$ cat config.mk
export PLATFORM = sky130hd
export DESIGN_NAME = vga_fill_ctrl_flat
export DESIGN_NICKNAME = d
export VERILOG_FILES = /design/src/rtl/vga_fill_pkg.sv /design/src/rtl/vga_fill_ctrl_if.sv /design/src/rtl/vga_fill_ctrl_xy_scan_counter.sv /design/src/rtl/vga_fill_ctrl.sv /design/src/flat_wrapper.sv
export SDC_FILE = /design/constraint.sdc
export NUM_CORES = 1
export LEC_CHECK = 0
export ABC_AREA = 1
export BUFFER_PORTS_ARGS = -buffer_cell sky130_fd_sc_hd__buf_2
export CORE_ASPECT_RATIO = 0.75
export CORE_UTILIZATION = 46
export DETAILED_ROUTE_END_ITERATION = 12
export PLACE_DENSITY = 0.65
export SETUP_SLACK_MARGIN = 0.3
export SYNTH_ARGS = -nofsm -noshare
export SYNTH_HDL_FRONTEND = slang
export SYNTH_HIERARCHICAL = 1
export SYNTH_SLANG_ARGS = --single-unit
$ cat constraint.sdc
create_clock -name CLOCK_50 -period 6.1 [get_ports CLOCK_50]
set_input_delay 0.305 -clock CLOCK_50 [delete_from_list [all_inputs] [get_ports CLOCK_50]]
set_output_delay 0.305 -clock CLOCK_50 [all_outputs]
set_load 0.02 [all_outputs]
$ cat src/rtl/vga_fill_pkg.sv
// Shared constants, state encoding and pattern colour function for the VGA fill sequencer.
package vga_fill_pkg;

  localparam int SCREEN_W = 160;
  localparam int SCREEN_H = 120;
  localparam int XW       = 8;
  localparam int YW       = 7;
  localparam int CW       = 3;

  localparam logic [1:0] MODE_SOLID   = 2'd0;
  localparam logic [1:0] MODE_VSTRIPE = 2'd1;
  localparam logic [1:0] MODE_HSTRIPE = 2'd2;
  localparam logic [1:0] MODE_CHECK   = 2'd3;

  typedef enum logic [1:0] {
    IDLE = 2'd0,
    FILL = 2'd1,
    DONE = 2'd2
  } state_t;

  function automatic logic [CW-1:0] pattern_colour(input logic [1:0]    sel,
                                                   input logic [CW-1:0] base,
                                                   input logic [XW-1:0] px,
                                                   input logic [YW-1:0] py);
    logic [CW-1:0] c;
    case (sel)
      MODE_SOLID:   c = base;
      MODE_VSTRIPE: c = px[2:0];
      MODE_HSTRIPE: c = py[2:0];
      MODE_CHECK:   c = (px[3] ^ py[3]) ? base : '0;
      default:      c = '0;
    endcase
    return c;
  endfunction

endpackage

$ cat src/rtl/vga_fill_ctrl_if.sv
// Pixel-write port between the fill sequencer (master) and the VGA adapter/arbiter (slave).
interface vga_fill_ctrl_if;
  import vga_fill_pkg::*;

  logic [XW-1:0] x;
  logic [YW-1:0] y;
  logic [CW-1:0] colour;
  logic          plot;
  logic          plot_rdy;

  modport master (output x, y, colour, plot, input plot_rdy);
  modport slave  (input x, y, colour, plot, output plot_rdy);

endinterface

$ cat src/rtl/vga_fill_ctrl_xy_scan_counter.sv
// Column-major frame scan counter: y is the inner index, x the outer; never wraps past the last pixel.
module xy_scan_counter
  import vga_fill_pkg::*;
(
  input  logic          CLOCK_50,
  input  logic          resetn,
  input  logic          clear,
  input  logic          advance,
  output logic [XW-1:0] x,
  output logic [YW-1:0] y,
  output logic          last,
  output logic [XW-1:0] x_next,
  output logic [YW-1:0] y_next
);

  localparam logic [XW-1:0] X_MAX = XW'(SCREEN_W - 1);
  localparam logic [YW-1:0] Y_MAX = YW'(SCREEN_H - 1);

  assign last = (x == X_MAX) && (y == Y_MAX);

  // next coordinates are exported so the colour can be registered alongside them
  always_comb begin
    x_next = x;
    y_next = y;
    if (clear) begin
      x_next = '0;
      y_next = '0;
    end else if (advance && !last) begin
      if (y == Y_MAX) begin
        y_next = '0;
        x_next = x + XW'(1);
      end else begin
        y_next = y + YW'(1);
      end
    end
  end

  always_ff @(posedge CLOCK_50 or negedge resetn) begin
    if (!resetn) begin
      x <= '0;
      y <= '0;
    end else begin
      x <= x_next;
      y <= y_next;
    end
  end

endmodule

$ cat src/rtl/vga_fill_ctrl.sv
// Frame-fill sequencer: walks every pixel of the frame buffer once with a start/busy/done handshake.
//   state | meaning
//   IDLE  | waiting for start; x/y parked at 0
//   FILL  | plot asserted, one pixel per cycle with plot_rdy, stalls otherwise
//   DONE  | one-cycle done pulse after the last pixel
module vga_fill_ctrl
  import vga_fill_pkg::*;
(
  input  logic           CLOCK_50,
  input  logic           resetn,
  input  logic           start,
  input  logic [1:0]     mode,
  input  logic [CW-1:0]  colour_in,
  input  logic           abort,
  vga_fill_ctrl_if.master pix,
  output logic           busy,
  output logic           done
);

  state_t        state, state_n;
  logic [1:0]    mode_q, mode_sel;
  logic [CW-1:0] base_q, base_sel, colour_q;
  logic          plot_q, plot_n, busy_n, done_n;
  logic          clear, advance, latch;
  logic [XW-1:0] x_cnt, x_next;
  logic [YW-1:0] y_cnt, y_next;
  logic          last;

  xy_scan_counter u_scan (
    .CLOCK_50 (CLOCK_50),
    .resetn   (resetn),
    .clear    (clear),
    .advance  (advance),
    .x        (x_cnt),
    .y        (y_cnt),
    .last     (last),
    .x_next   (x_next),
    .y_next   (y_next)
  );

  always_comb begin
    state_n = state;
    plot_n  = 1'b0;
    busy_n  = 1'b0;
    done_n  = 1'b0;
    clear   = 1'b0;
    advance = 1'b0;
    latch   = 1'b0;
    case (state)
      IDLE: begin
        if (start) begin
          latch   = 1'b1;
          clear   = 1'b1;
          plot_n  = 1'b1;
          busy_n  = 1'b1;
          state_n = FILL;
        end
      end
      FILL: begin
        plot_n = 1'b1;
        busy_n = 1'b1;
        if (abort) begin
          clear   = 1'b1;
          plot_n  = 1'b0;
          busy_n  = 1'b0;
          state_n = IDLE;
        end else if (pix.plot_rdy) begin
          if (last) begin
            plot_n  = 1'b0;
            busy_n  = 1'b0;
            done_n  = 1'b1;
            state_n = DONE;
          end else begin
            advance = 1'b1;
          end
        end
      end
      DONE: begin
        clear   = 1'b1;
        state_n = IDLE;
      end
      default: state_n = IDLE;
    endcase
  end

  // the first pixel of a fill must already use the mode/colour being latched
  assign mode_sel = latch ? mode      : mode_q;
  assign base_sel = latch ? colour_in : base_q;

  always_ff @(posedge CLOCK_50 or negedge resetn) begin
    if (!resetn) begin
      state    <= IDLE;
      mode_q   <= '0;
      base_q   <= '0;
      colour_q <= '0;
      plot_q   <= 1'b0;
      busy     <= 1'b0;
      done     <= 1'b0;
    end else begin
      state    <= state_n;
      plot_q   <= plot_n;
      busy     <= busy_n;
      done     <= done_n;
      colour_q <= pattern_colour(mode_sel, base_sel, x_next, y_next);
      if (latch) begin
        mode_q <= mode;
        base_q <= colour_in;
      end
    end
  end

  assign pix.x      = x_cnt;
  assign pix.y      = y_cnt;
  assign pix.colour = colour_q;
  assign pix.plot   = plot_q;

endmodule
$ cat src/flat_wrapper.sv
// flat-port wrapper written by rule: the top's interface ports become plain ports
module vga_fill_ctrl_flat import vga_fill_pkg::*;
  (CLOCK_50, resetn, start, mode, colour_in, abort, busy, done, pix_x, pix_y, pix_colour, pix_plot, pix_plot_rdy);
  vga_fill_ctrl_if pix_i ();
  input  logic CLOCK_50;
  input  logic resetn;
  input  logic start;
  input  logic [1:0] mode;
  input  logic [CW-1:0] colour_in;
  input  logic abort;
  output logic busy;
  output logic done;
  output wire logic [$bits(pix_i.x)-1:0] pix_x;
  output wire logic [$bits(pix_i.y)-1:0] pix_y;
  output wire logic [$bits(pix_i.colour)-1:0] pix_colour;
  output wire logic [$bits(pix_i.plot)-1:0] pix_plot;
  input wire logic [$bits(pix_i.plot_rdy)-1:0] pix_plot_rdy;
  assign pix_x = pix_i.x;
  assign pix_y = pix_i.y;
  assign pix_colour = pix_i.colour;
  assign pix_plot = pix_i.plot;
  assign pix_i.plot_rdy = pix_plot_rdy;
  vga_fill_ctrl u_core (.CLOCK_50(CLOCK_50), .resetn(resetn), .start(start), .mode(mode), .colour_in(colour_in), .abort(abort), .pix(pix_i), .busy(busy), .done(done));
endmodule
==> flow_summary_export.csv <==
group,metric,value,unit
outcome,outcome,"finished, final reports clean",
global_route,grt_antenna_before_repair,0,
drt,drt_first_pass_iters,4,
drt,route.final.wire_length,3.268,mm
clock_tree,clkLatencyLatePin,0.27,ns
timing,fin_hold_ws,0.02336,ns
worst_setup_path,critical_path.endpoint_type,"register",
drt,initialDrtViolationCount,80,
timing,setup_tns,0,ns
worst_setup_path,req_time_crit_path,6.32,ns
final_layout,multiInputGateArea,794.5,µm²
clock_tree,tritoncts,"built",
floorplan,floorplan.die_area,0.003702,mm²
global_route,vias_in_the_first_global_route,1175,
timing,post-route-period-util,0.4588,
final_layout,final_layout_size_suffix_gt1_frac,0.2024,
worst_setup_path,critPathMaxFanout,14,
worst_setup_path,ff2ff_setup_slack,3.30,ns
min_path,timing.hold.worst.class,"in2async",
worst_setup_path,critical_path.reg2reg.endpoint,"u_core/pix.colour[0]",
floorplan,initial_core_util,0.4840,
place,placedCellCount,283,
clock_tree,sink_count_of_the_clock_tree,27,
final_layout,antenna_cells,0,
pwr,internal_power,0.0002828,W
synthesis,post_synth_instance_area,0.001592,mm²
global_route,grt_pass1_wl,5.678,mm
floorplan,fp.dieW,69.92,µm
synthesis,ys_seq_area_frac,0.4245,
pwr,power_per_cell_area,238.5,mW/mm²
pwr,net_switching,0.0001470,W
global_route,grt_util_all_layers,0.2037,
final_layout,finalNonFillerCells,287,
clock_tree,cts_resized,0,
synthesis,main_area_contributors_after_synthesis,"sky130_fd_sc_hd__dfrtp_1, sky130_fd_sc_hd__nand2_1, sky130_fd_sc_hd__nand3_1",
timing,achievable-frequency,0.3573,GHz
floorplan,core_region_area,0.003288,mm²
pwr,static-leakage-power,0.9561,nW
timing,min_period,2.798,ns
synthesis,post_synth_top_area_share,0.4245,
synthesis,synthDominantAreaCellType,"sky130_fd_sc_hd__dfrtp_1",
place,globalplace.congestion,0.8345,
timing,drv_slew,0,
clock_tree,cts-buffers-inserted,3,
global_route,total_grt_overflow,0,
pwr,fin_total_pwr,0.0004298,W
timing,timing_worst_slew_pin_value,0.6007,ns
drt,antenna_violating_nets_left,0,
final_layout,filler_cell_count,326,
clock_tree,postCtsSetupBuffers,0,
drt,routed_wire_length_per_instance,11.39,µm
final_layout,syn_to_final_growth,13.21,%
drt,vias_after_detailed_routing,1418,
pwr,maximum_vdd_drop,150.5,µV
floorplan,floorplan.io_pins,31,
pwr,seq_power_share,0.499,
job,maxCapViolations,0,
worst_setup_path,ff2ff_path_depth,18,
floorplan,die_h,52.94,µm
drt,drc,0,
global_route,grt_start_max_net_pins,28,
place,port_buffers,30,
synthesis,yosysUniqueCellTypes,25,
timing,setup_viol,0,
timing,rsz0062_at_grt,"no",
synthesis,post_synth_inst_count,217,
floorplan,placement_rows,18,
clock_tree,cts.root.buffer_cell,"sky130_fd_sc_hd__clkbuf_8",
worst_setup_path,crit_type,"reg2reg",
worst_setup_path,crit_arrival,3.02,ns
timing,report.final.hold_viol_count,0,
worst_setup_path,timing.rr.start,"u_core/u_scan/y[0]",
drt,vias_per_cell,4.941,
synthesis,synthesis.yosys.warnings,6,
synthesis,synthesis.area_per_instance,7.334,µm²
place,post-dp-hpwl,2.489,mm
final_layout,fin_nets,260,
synthesis,synth.net_count,229,
clock_tree,cts_htree_levels,1,
final_layout,seq_area,675.6,µm²
clock_tree,cts.clk_slew.worst_paths,0.09,ns
clock_tree,holdBufCountCts,0,
clock_tree,cts_max_path_buffers,2,
worst_setup_path,worstSetupStartpointType,"register",
pwr,p_comb_frac,0.267,
pwr,proportion_of_power_drawn_by_the_clock_network,0.233,
synthesis,synth.ff_latch_count,27,
timing,fin_worst_skew,0.005702,ns
timing,max-slew-margin-rel,0.5995,
pwr,switching_share,0.3419,
-- cell type report --
| type | instances | share of cell area |
|---|---|---|
| multi-input cells | 163 | 0.4410 |
| inverters | 23 | 0.04792 |
| flip-flops and latches | 27 | 0.3750 |
| clock buffers | 4 | 0.02500 |
| repair buffers | 30 | 0.08333 |
| well taps | 40 | 0.02778 |
-- critical path: stages (launching register included) --
cell,delay (ns)
sky130_fd_sc_hd__dfrtp_1,0.43
sky130_fd_sc_hd__ha_1,0.28
sky130_fd_sc_hd__nand3_2,0.11
sky130_fd_sc_hd__nor2_4,0.08
sky130_fd_sc_hd__nand2_1,0.11
sky130_fd_sc_hd__inv_1,0.06
sky130_fd_sc_hd__nor2_1,0.35
sky130_fd_sc_hd__inv_1,0.10
sky130_fd_sc_hd__a21oi_2,0.47
sky130_fd_sc_hd__nand2_1,0.11
sky130_fd_sc_hd__nand2_1,0.07
sky130_fd_sc_hd__nor2_1,0.06
sky130_fd_sc_hd__nand2_1,0.09
sky130_fd_sc_hd__inv_1,0.04
sky130_fd_sc_hd__nor2_1,0.08
sky130_fd_sc_hd__nand3_1,0.09
sky130_fd_sc_hd__nand2_2,0.08
sky130_fd_sc_hd__nand3_1,0.07
sky130_fd_sc_hd__nand2_1,0.07
-- state kept, by name, summed over array words and instances, names as in the netlist --
signal,cells
u_core/pix.plot,1
u_core/done,1
u_core/mode_q,2
u_core/base_q,3
u_core/u_scan/x,8
u_core/pix.colour,3
u_core/state,2
u_core/u_scan/y,7
-- routing by layer --
layer | routed length [µm] | track usage | up-vias
li1 | - | - | 750
met1 | 1758 | 0.3075 | 631
met2 | 1268 | 0.2837 | 33
met3 | 206 | 0.04952 | 4
met4 | 34 | 0.06000 | 0
met5 | 0 | 0 | -
-- power by group through the flow --
stage          clock network, W  registers, W  logic (W)
5_1_grt                0.000112      0.000219   0.000132
4_1_cts                0.000104      0.000215   0.000116
3_3_place_gp                  0      0.000218   0.000115
2_1_floorplan                 0      0.000233  0.0000663
6_report               0.000100      0.000215   0.000115
3_5_place_dp                  0      0.000218   0.000115
-- Yosys cell counts (all sizes together) --
master	count
a21oi	5
buf	4
dfrtp	27
ha	2
inv	23
nand2	71
nand3	30
nand3b	1
nand4	2
nor2	34
nor3	3
nor3b	2
o21ai	9
xnor2	2
xor2	2
-- cells in the final DEF (no fill, tap or decap), types with 2 or more instances in the layout --
master / instances
sky130_fd_sc_hd__buf_2: 30
sky130_fd_sc_hd__nor2_4: 2
sky130_fd_sc_hd__o21ai_1: 7
sky130_fd_sc_hd__clkbuf_8: 3
sky130_fd_sc_hd__nor3_1: 3
sky130_fd_sc_hd__nand2_1: 62
sky130_fd_sc_hd__dfrtp_1: 27
sky130_fd_sc_hd__xor2_1: 2
sky130_fd_sc_hd__nand2_2: 8
sky130_fd_sc_hd__nor3b_1: 2
sky130_fd_sc_hd__xnor2_1: 2
sky130_fd_sc_hd__nor2_1: 31
sky130_fd_sc_hd__o21ai_0: 2
sky130_fd_sc_hd__nand3_2: 3
sky130_fd_sc_hd__nand3_1: 27
sky130_fd_sc_hd__a21oi_1: 4
sky130_fd_sc_hd__ha_1: 2
sky130_fd_sc_hd__inv_1: 23
-- cell families after synthesis --
family	count (synthesis)	synth area share
AND/OR/NAND/NOR	143	0.4151
buffers and inverters	27	0.07625
flip-flops	27	0.4245
AO/OA/AOI/OAI	14	0.04638
XOR/XNOR	4	0.02202
adder cells (fa/ha/maj)	2	0.01572
-- through the flow --
step / util / setup slack [ns] / instance area, µm²
2_1_floorplan: - / 3.696 / 1592
3_3_place_gp: 0.5342 / 3.496 / 1757
3_5_place_dp: 0.5342 / 3.339 / 1757
4_1_cts: 0.5479 / 3.317 / 1802
5_1_grt: 0.5479 / 2.934 / 1802
6_report: 0.5479 / 3.302 / 1802
-- how the worst max path moves through the flow --
stage / from / to / slack, ns / cells after the start
after floorplan: u_core/u_scan/y[0] / u_core/pix.colour[0] / 3.70 / 19
after global routing: u_core/u_scan/y[0] / u_core/pix.colour[1] / 2.93 / 18
after global placement: u_core/u_scan/y[0] / u_core/pix.colour[2] / 3.50 / 18
after detailed placement: u_core/u_scan/y[0] / u_core/pix.colour[0] / 3.34 / 18
after CTS: u_core/u_scan/y[0] / u_core/pix.colour[0] / 3.32 / 18
final: u_core/u_scan/y[0] / u_core/pix.colour[0] / 3.30 / 18
Note: power is estimated with default switching activity, not from simulation.
